$ cat src/rtl/mem_debug_arbiter.sv
// ============================================================================
// mem_debug_arbiter
//
// Purpose:
//   Shares the data-RAM port between the CPU MEM stage and a debug dump engine.
//   In IDLE the CPU owns the RAM port through a combinational pass-through mux.
//   A one-cycle dump request freezes the pipeline. The engine then waits for a
//   halt confirmation and streams DUMP_WORDS 32-bit words, one valid/ready beat
//   per word, before it returns the port to the CPU.
//
// Optional feature (compile-time macro MEM_ARB_WRITE_GUARD_EN):
//   While the CPU owns the port, a CPU write at or above the dumped window
//   (address >= DUMP_WORDS*4) is dropped and o_wr_fault pulses for one cycle.
//   Without the macro every CPU write passes and o_wr_fault stays 0.
//
// Ports:
//   i_clk, i_reset         clock (rising edge), asynchronous active-low reset
//   i_cpu_*                MEM-stage address / store data / re / we / bhw
//   i_mem_rdata            registered read data (one-cycle latency)
//   o_mem_*                address / store data / re / we / bhw to the RAM
//   o_stall_cpu            pipeline freeze while a dump owns the port
//   i_dbg_dump_req         one-cycle dump start request
//   i_dbg_halted           pipeline confirmed halted
//   o_dbg_data/o_dbg_addr  dumped word and its byte address
//   o_dbg_valid/i_dbg_ready  beat handshake
//   o_dbg_busy             dump in progress
//   o_dbg_done             one-cycle dump-complete pulse
//   o_wr_fault             one-cycle blocked-write pulse
// ============================================================================
module mem_debug_arbiter #(
    parameter int NB_WIDTH   = 32,
    parameter int NB_ADDR    = 9,
    parameter int DUMP_WORDS = 128
) (
    input  logic                i_clk,
    input  logic                i_reset,
    input  logic [NB_WIDTH-1:0] i_cpu_addr,
    input  logic [NB_WIDTH-1:0] i_cpu_wdata,
    input  logic                i_cpu_re,
    input  logic                i_cpu_we,
    input  logic [2:0]          i_cpu_bhw,
    input  logic [NB_WIDTH-1:0] i_mem_rdata,
    output logic [NB_WIDTH-1:0] o_mem_addr,
    output logic [NB_WIDTH-1:0] o_mem_wdata,
    output logic                o_mem_re,
    output logic                o_mem_we,
    output logic [2:0]          o_mem_bhw,
    output logic                o_stall_cpu,
    input  logic                i_dbg_dump_req,
    input  logic                i_dbg_halted,
    output logic [NB_WIDTH-1:0] o_dbg_data,
    output logic [NB_ADDR-1:0]  o_dbg_addr,
    output logic                o_dbg_valid,
    input  logic                i_dbg_ready,
    output logic                o_dbg_busy,
    output logic                o_dbg_done,
    output logic                o_wr_fault
);

    // A single-word dump still needs a one-bit index register.
    localparam int IDX_W = (DUMP_WORDS > 1) ? $clog2(DUMP_WORDS) : 1;
    localparam logic [IDX_W-1:0] IDX_ZERO = IDX_W'(0);
    localparam logic [IDX_W-1:0] IDX_ONE  = IDX_W'(1);
    localparam logic [IDX_W-1:0] IDX_LAST = IDX_W'(DUMP_WORDS - 1);
    localparam logic [2:0]       BHW_WORD = 3'b011;

    // The dumped window has to fit in the RAM byte-address space, and the CPU
    // address must be wide enough to carry a word-aligned dump address.
    generate
        if ((DUMP_WORDS * 4) > (2 ** NB_ADDR)) begin : g_window_check
            $error("mem_debug_arbiter: DUMP_WORDS*4 exceeds 2**NB_ADDR");
        end
        if (NB_WIDTH < (IDX_W + 2)) begin : g_width_check
            $error("mem_debug_arbiter: NB_WIDTH too narrow for dump addresses");
        end
    endgenerate

    typedef enum logic [2:0] {
        IDLE      = 3'd0,
        WAIT_HALT = 3'd1,
        ADDR      = 3'd2,
        CAPT      = 3'd3,
        HOLD      = 3'd4,
        DONE      = 3'd5
    } state_t;

    state_t                state_r;
    state_t                state_nx_s;
    logic [IDX_W-1:0]      idx_r;
    logic [IDX_W-1:0]      idx_nx_s;
    logic                  capture_s;
    logic                  wr_block_s;
    logic [NB_WIDTH-1:0]   dump_mem_addr_s;
    logic [NB_ADDR-1:0]    dump_dbg_addr_s;
    logic [NB_WIDTH-1:0]   dbg_data_r;
    logic [NB_ADDR-1:0]    dbg_addr_r;
    logic                  dbg_valid_r;
    logic                  dbg_busy_r;
    logic                  dbg_done_r;
    logic                  stall_r;
    logic                  wr_fault_r;

    // Byte address of the current word: index*4, zero-extended.
    assign dump_mem_addr_s = NB_WIDTH'({idx_r, 2'b00});
    assign dump_dbg_addr_s = NB_ADDR'({idx_r, 2'b00});

`ifdef MEM_ARB_WRITE_GUARD_EN
    localparam logic [NB_WIDTH-1:0] GUARD_LIMIT = NB_WIDTH'(DUMP_WORDS * 4);
    assign wr_block_s = (state_r == IDLE) && i_cpu_we && (i_cpu_addr >= GUARD_LIMIT);
`else
    assign wr_block_s = 1'b0;
`endif

    // Next-state and index update for the dump sequencer.
    always_comb begin
        state_nx_s = state_r;
        idx_nx_s   = idx_r;
        capture_s  = 1'b0;
        case (state_r)
            IDLE: begin
                if (i_dbg_dump_req) begin
                    state_nx_s = WAIT_HALT;
                    idx_nx_s   = IDX_ZERO;
                end else begin
                    state_nx_s = IDLE;
                end
            end
            WAIT_HALT: begin
                if (i_dbg_halted) begin
                    state_nx_s = ADDR;
                end else begin
                    state_nx_s = WAIT_HALT;
                end
            end
            // Losing the halt before the word is captured re-issues the same
            // word after resume; the index is left untouched.
            ADDR: begin
                if (i_dbg_halted) begin
                    state_nx_s = CAPT;
                end else begin
                    state_nx_s = WAIT_HALT;
                end
            end
            CAPT: begin
                if (i_dbg_halted) begin
                    state_nx_s = HOLD;
                    capture_s  = 1'b1;
                end else begin
                    state_nx_s = WAIT_HALT;
                end
            end
            // The beat is already latched, so a halt drop here is ignored and
            // the handshake completes.
            HOLD: begin
                if (i_dbg_ready) begin
                    if (idx_r == IDX_LAST) begin
                        state_nx_s = DONE;
                    end else begin
                        state_nx_s = ADDR;
                        idx_nx_s   = idx_r + IDX_ONE;
                    end
                end else begin
                    state_nx_s = HOLD;
                end
            end
            DONE: begin
                state_nx_s = IDLE;
                idx_nx_s   = IDX_ZERO;
            end
            default: begin
                state_nx_s = IDLE;
                idx_nx_s   = IDX_ZERO;
            end
        endcase
    end

    // RAM port mux: CPU pass-through in IDLE, dump reads otherwise.
    always_comb begin
        o_mem_addr  = i_cpu_addr;
        o_mem_wdata = i_cpu_wdata;
        o_mem_re    = i_cpu_re;
        o_mem_we    = i_cpu_we;
        o_mem_bhw   = i_cpu_bhw;
        if (state_r == IDLE) begin
            o_mem_addr  = i_cpu_addr;
            o_mem_wdata = i_cpu_wdata;
            o_mem_re    = i_cpu_re;
            o_mem_we    = i_cpu_we & ~wr_block_s;
            o_mem_bhw   = i_cpu_bhw;
        end else begin
            o_mem_addr  = dump_mem_addr_s;
            o_mem_wdata = {NB_WIDTH{1'b0}};
            o_mem_re    = (state_r == ADDR) || (state_r == CAPT);
            o_mem_we    = 1'b0;
            o_mem_bhw   = BHW_WORD;
        end
    end

    // Sequencer state and word index.
    always_ff @(posedge i_clk or negedge i_reset) begin
        if (!i_reset) begin
            state_r <= IDLE;
            idx_r   <= IDX_ZERO;
        end else begin
            state_r <= state_nx_s;
            idx_r   <= idx_nx_s;
        end
    end

    // Captured beat; the RAM returns data one cycle after the ADDR cycle.
    always_ff @(posedge i_clk or negedge i_reset) begin
        if (!i_reset) begin
            dbg_data_r <= {NB_WIDTH{1'b0}};
            dbg_addr_r <= {NB_ADDR{1'b0}};
        end else if (capture_s) begin
            dbg_data_r <= i_mem_rdata;
            dbg_addr_r <= dump_dbg_addr_s;
        end else begin
            dbg_data_r <= dbg_data_r;
            dbg_addr_r <= dbg_addr_r;
        end
    end

    // Status flags are registered from the next state so that they line up
    // exactly with the state register.
    always_ff @(posedge i_clk or negedge i_reset) begin
        if (!i_reset) begin
            dbg_valid_r <= 1'b0;
            dbg_busy_r  <= 1'b0;
            dbg_done_r  <= 1'b0;
            stall_r     <= 1'b0;
            wr_fault_r  <= 1'b0;
        end else begin
            dbg_valid_r <= (state_nx_s == HOLD);
            dbg_busy_r  <= (state_nx_s != IDLE);
            dbg_done_r  <= (state_nx_s == DONE);
            stall_r     <= (state_nx_s != IDLE);
            wr_fault_r  <= wr_block_s;
        end
    end

    assign o_dbg_data  = dbg_data_r;
    assign o_dbg_addr  = dbg_addr_r;
    assign o_dbg_valid = dbg_valid_r;
    assign o_dbg_busy  = dbg_busy_r;
    assign o_dbg_done  = dbg_done_r;
    assign o_stall_cpu = stall_r;
    assign o_wr_fault  = wr_fault_r;

endmodule

$ cat config.mk
export PLATFORM = sky130hd
export DESIGN_NAME = mem_debug_arbiter
export DESIGN_NICKNAME = d
export VERILOG_FILES = /design/src/rtl/mem_debug_arbiter.sv
export SDC_FILE = /design/constraint.sdc
export NUM_CORES = 1
export LEC_CHECK = 0
export BUFFER_PORTS_ARGS = -buffer_cell sky130_fd_sc_hd__buf_2
export CAP_MARGIN = 20
export CORE_AREA = 2 2 85 87
export CTS_BUF_LIST = sky130_fd_sc_hd__clkbuf_4 sky130_fd_sc_hd__clkbuf_8
export CTS_CLUSTER_DIAMETER = 200
export CTS_CLUSTER_SIZE = 14
export DETAILED_ROUTE_END_ITERATION = 8
export DIE_AREA = 0 0 87 89
export HOLD_SLACK_MARGIN = 0.03
export PLACE_DENSITY = 0.89
export SYNTH_ARGS = -nofsm -noshare
export SYNTH_HDL_FRONTEND = slang
export SYNTH_SLANG_ARGS = --single-unit
$ cat constraint.sdc
create_clock -name i_clk -period 1.93 [get_ports i_clk]
set_input_delay 0.2895 -clock i_clk [delete_from_list [all_inputs] [get_ports i_clk]]
set_output_delay 0.2895 -clock i_clk [all_outputs]
set_load 0.01 [all_outputs]
==> summary.md <==
Together, buffers and inverters on the worst path number 2. In this run the cell area measured after placement is 3800 um2. The post-synthesis to final-layout area growth was 52.4%; the number of cells produced by synthesis was 229. On the worst path, the slowest cell contributes a delay of 0.43 ns.

For the pin with the worst max-slew slack, the measured transition is 0.659 ns. The tools report the core outline area as 6720 um2. STA classifies the critical path startpoint as a register. The part of the power in combinational logic was 58.2%; the starting DRC count in detailed routing was 42. After detailed routing, the number of remaining DRC violations is 0. For this design the top-level I/O count stands at 221. The run gives 0.00343 W as the internal power consumption. The proportion of synthesized flip-flops having asynchronous set or reset is 100%, and the post-layout instance area is 4090 um2. The clock edge transition at the registers on the reported setup and hold paths is 0.10 ns, and the final critical delay including setup and external delays is 1.88 ns. For the number of clock sinks seen by CTS, the log shows 52. Sequential cells were found to cover 48.5% of the synthesized design area. The clock latency at the later pin of the worst-skew pair is 0.31 ns. By count the netlist is led by sky130_fd_sc_hd__and2_1, sky130_fd_sc_hd__dfrtp_1, sky130_fd_sc_hd__mux2_2, sky130_fd_sc_hd__nor2_1. The initial utilization of the core area, before any placement, comes to 40.0%. The final setup TNS came out at 0 ns. The run finished with clean final reports.

Grouping stages by cell kind, the critical path spends the most delay in flip-flops. The critical path goes through nor3_4 > buf_6 > mux2_4 > buf_6. The category of the worst setup path capture point was a primary output. Reported net switching power: 0.00211 W. The clock network burns 11.5% of the power.

For the worst setup path, the data required time is 1.64 ns. In this run, distinct cell masters in the synthesized netlist total 33. For the critical path data arrival time, the log shows 1.59 ns. The tools report the number of global-route vias before repair as 2294. The repair_antennas step left the layout with diodes totalling 0. The total number of H-tree levels was 2; the largest buffer count on any clock path was 2.

The synthesized netlist occupies a cell area of 2690 um2. In the final routed layout, each cell accounts on average for 15.0 um. The switching fraction of total power is 38.0%, and the final weighted congestion in routability-driven placement is 0.755.

Max-cap violations in this run came to 0. In this run the worst hold path is classified as input port to register. Dominant cell by count in the synthesized netlist: sky130_fd_sc_hd__and2_1. Derived from the worst setup path, the maximum achievable clock frequency is 532 MHz. The max-slew violation count is 0, and the number of buffer cells added on primary ports is 217. The headroom to the max-slew limit was 55.9%; the pin count of the biggest net entering global routing was 42. The wire-length estimate of the detail-placed layout is 5.96 mm. The top fanout value on the critical path came out at 8. Wire length of the first global-routing pass: 11.1 mm.

Setup repair after global routing could not meet its margin everywhere. The worst-case IR drop observed on VDD is 0.736 mV. Before antenna repair, the detailed router went through 4 iterations. Of the cells placed in the final design, the portion with a size suffix greater than 1 is 65.0%. Dividing the detail-routed via count by the number of cells gives 4.65. The die is 89 um tall.

In this run the power density over the cells is 1350 nW/um2. In the post-synthesis netlist, the biggest area contributors are sky130_fd_sc_hd__dfrtp_1, sky130_fd_sc_hd__mux2_2, sky130_fd_sc_hd__and2_1, sky130_fd_sc_hd__buf_6, sky130_fd_sc_hd__xor2_1. The remaining number of nets flagged by the antenna check after routing is 0, and the static leakage is 2.31 nW. The initial antenna violation count is 0.

The dominant cell type by area after synthesis was sky130_fd_sc_hd__dfrtp_1. For the CTS buffer count, the log shows 5. The count of state elements after synthesis came out at 52. Clock tree synthesis selected as its root buffer the cell sky130_fd_sc_hd__clkbuf_8. The sum of routed wire length over all layers is 7.95 mm, and the setup clock skew after layout is 0.00961 ns.

From left edge to right edge, the die measures 87 um. The part of the total power dissipated in sequential elements was 30.3%; the sum of overflow across all layers after global routing was 0. The number of enable flip-flop cells after synthesis is 0, and the die area is 7740 um2. The aggregate global-route resource usage was 18.3%. The floorplan has 30 rows.

For this run, the post-layout net count is 557. The slowest stage of the critical path is the sky130_fd_sc_hd__dfrtp_1 cell. The post-synthesis average cell area was 11.7 um2; the portion of the clock cycle consumed by the worst path in the final layout was 97.4%. The top cell type's share of synthesized area came out at 48.5%. TritonCTS built the clock tree.

The number of vias after detailed routing was 2471; the hold violation count in the final report was 0. The tools report the number of setup violations in the final report as 0. The tools report the Yosys warning count as 0. The worst setup path category is register to primary output.

In this design, the critical path's most frequently occurring cell is sky130_fd_sc_hd__buf_6. For this run, the leading register cell type out of synthesis is sky130_fd_sc_hd__dfrtp_1.
## state kept, by name (all words and copies together) (netlist names)
register / flops
idx_r: 7
o_dbg_addr: 7
o_dbg_data: 32
o_dbg_done: 1
o_dbg_valid: 1
o_stall_cpu: 1
state_r: 3
## repair_timing
action / in CTS / in global routing
cloned: 3 / 1
resized for setup: 2 / 19
endpoints found under the setup margin: 7 / 72
pin swaps: 1 / 1
setup buffers: 4 / 0
hold endpoints to repair: 26 / 0
hold buffers: 1 / 0
## routing by layer
metal | GRT usage [%] | vias to the layer above | share of wire [%]
li1 | - | 1200 | -
met2 | 29.2 | 112 | 49
met5 | 0 | - | 0
met4 | 3.41 | 0 | 0.64
met1 | 24.6 | 1154 | 43
met3 | 6.09 | 5 | 7.8
## cells in the final DEF (no fill, tap or decap), drive strengths merged
cell type	Yosys	layout
mux2	46	46
or2	1	1
o21a	1	1
nand4b	1	2
nand3b	1	1
a41oi	1	1
a221o	1	1
nand2b	3	3
nor2	7	7
nand2	5	5
buf	12	228
a21o	2	2
dlygate4sd3	0	1
o211ai	4	4
o21ai	4	4
conb	1	3
and3	3	3
a21oi	4	4
ha	1	1
inv	3	5
dfrtp	52	52
or3	1	1
clkinvlp	0	1
nor3	1	1
xor2	4	4
nand3	4	4
clkbuf	6	5
and2	60	60
## area by class of cell
type,count,area (um2)
Clock buffer,5,68.8
Clock inverter,3,25.0
Fill cell,565,2630
Inverter,3,11.3
Multi-Input combinational cell,159,1290
Sequential cell,52,1300
Tap cell,80,100
Timing Repair Buffer,229,1290
## power groups by stage
stage	registers [W]	clock network [W]	logic, W
4_1_cts	0.00168	0.000661	0.00316
2_1_floorplan	0.00186	0	0.00152
3_3_place_gp	0.00169	0	0.00271
5_1_grt	0.00173	0.000709	0.00348
3_5_place_dp	0.00171	0	0.00277
6_report	0.00168	0.000635	0.00322
## through the flow
stage / hold slack, ns / utilization (%) / instances / total power (W) / setup WS (ns)
floorplan: -0.00609 / - / 231 / 0.00338 / 0.320
global placement: 0.323 / 56.5 / 515 / 0.00440 / 0.168
detailed placement: 0.334 / 56.5 / 515 / 0.00448 / 0.0670
CTS: 0.193 / 59.9 / 531 / 0.00551 / -0.0229
global route: 0.186 / 60.9 / 531 / 0.00592 / -0.0449
finish: 0.204 / 60.9 / 531 / 0.00554 / 0.0511
## cells by family after synthesis
kind of cell | after synthesis | synth area share [%]
other | 1 | 0.140
AOI/OAI and AO/OA | 17 | 4.89
xor gates and xnor gates | 4 | 1.30
muxes | 46 | 19.3
and+or+nand+nor | 87 | 20.2
DFF | 52 | 48.5
adders and majority gates | 1 | 0.466
buffers and inverters | 21 | 5.27
## worst paths after layout
| kind | end | startpoint | cells past startpoint | slack [ns] |
|---|---|---|---|---|
| min reg2reg | o_dbg_data[23]$_DFFE_PN0P_ | o_dbg_data[23]$_DFFE_PN0P_ | 1 | 0.50 |
| min | o_dbg_data[28]$_DFFE_PN0P_ | i_mem_rdata[28] | 2 | 0.20 |
| max | o_mem_addr[3] | state_r[0]$_DFF_PN0_ | 4 | 0.05 |
| min in group asynchronous | idx_r[6]$_DFFE_PN0P_ | i_reset | 2 | 0.53 |
| max reg2reg | o_dbg_data[3]$_DFFE_PN0P_ | state_r[2]$_DFF_PN0_ | 3 | 0.09 |
| max in group asynchronous | o_dbg_data[20]$_DFFE_PN0P_ | i_reset | 3 | 0.76 |
No activity file was read; power rests on OpenSTA's default activity.
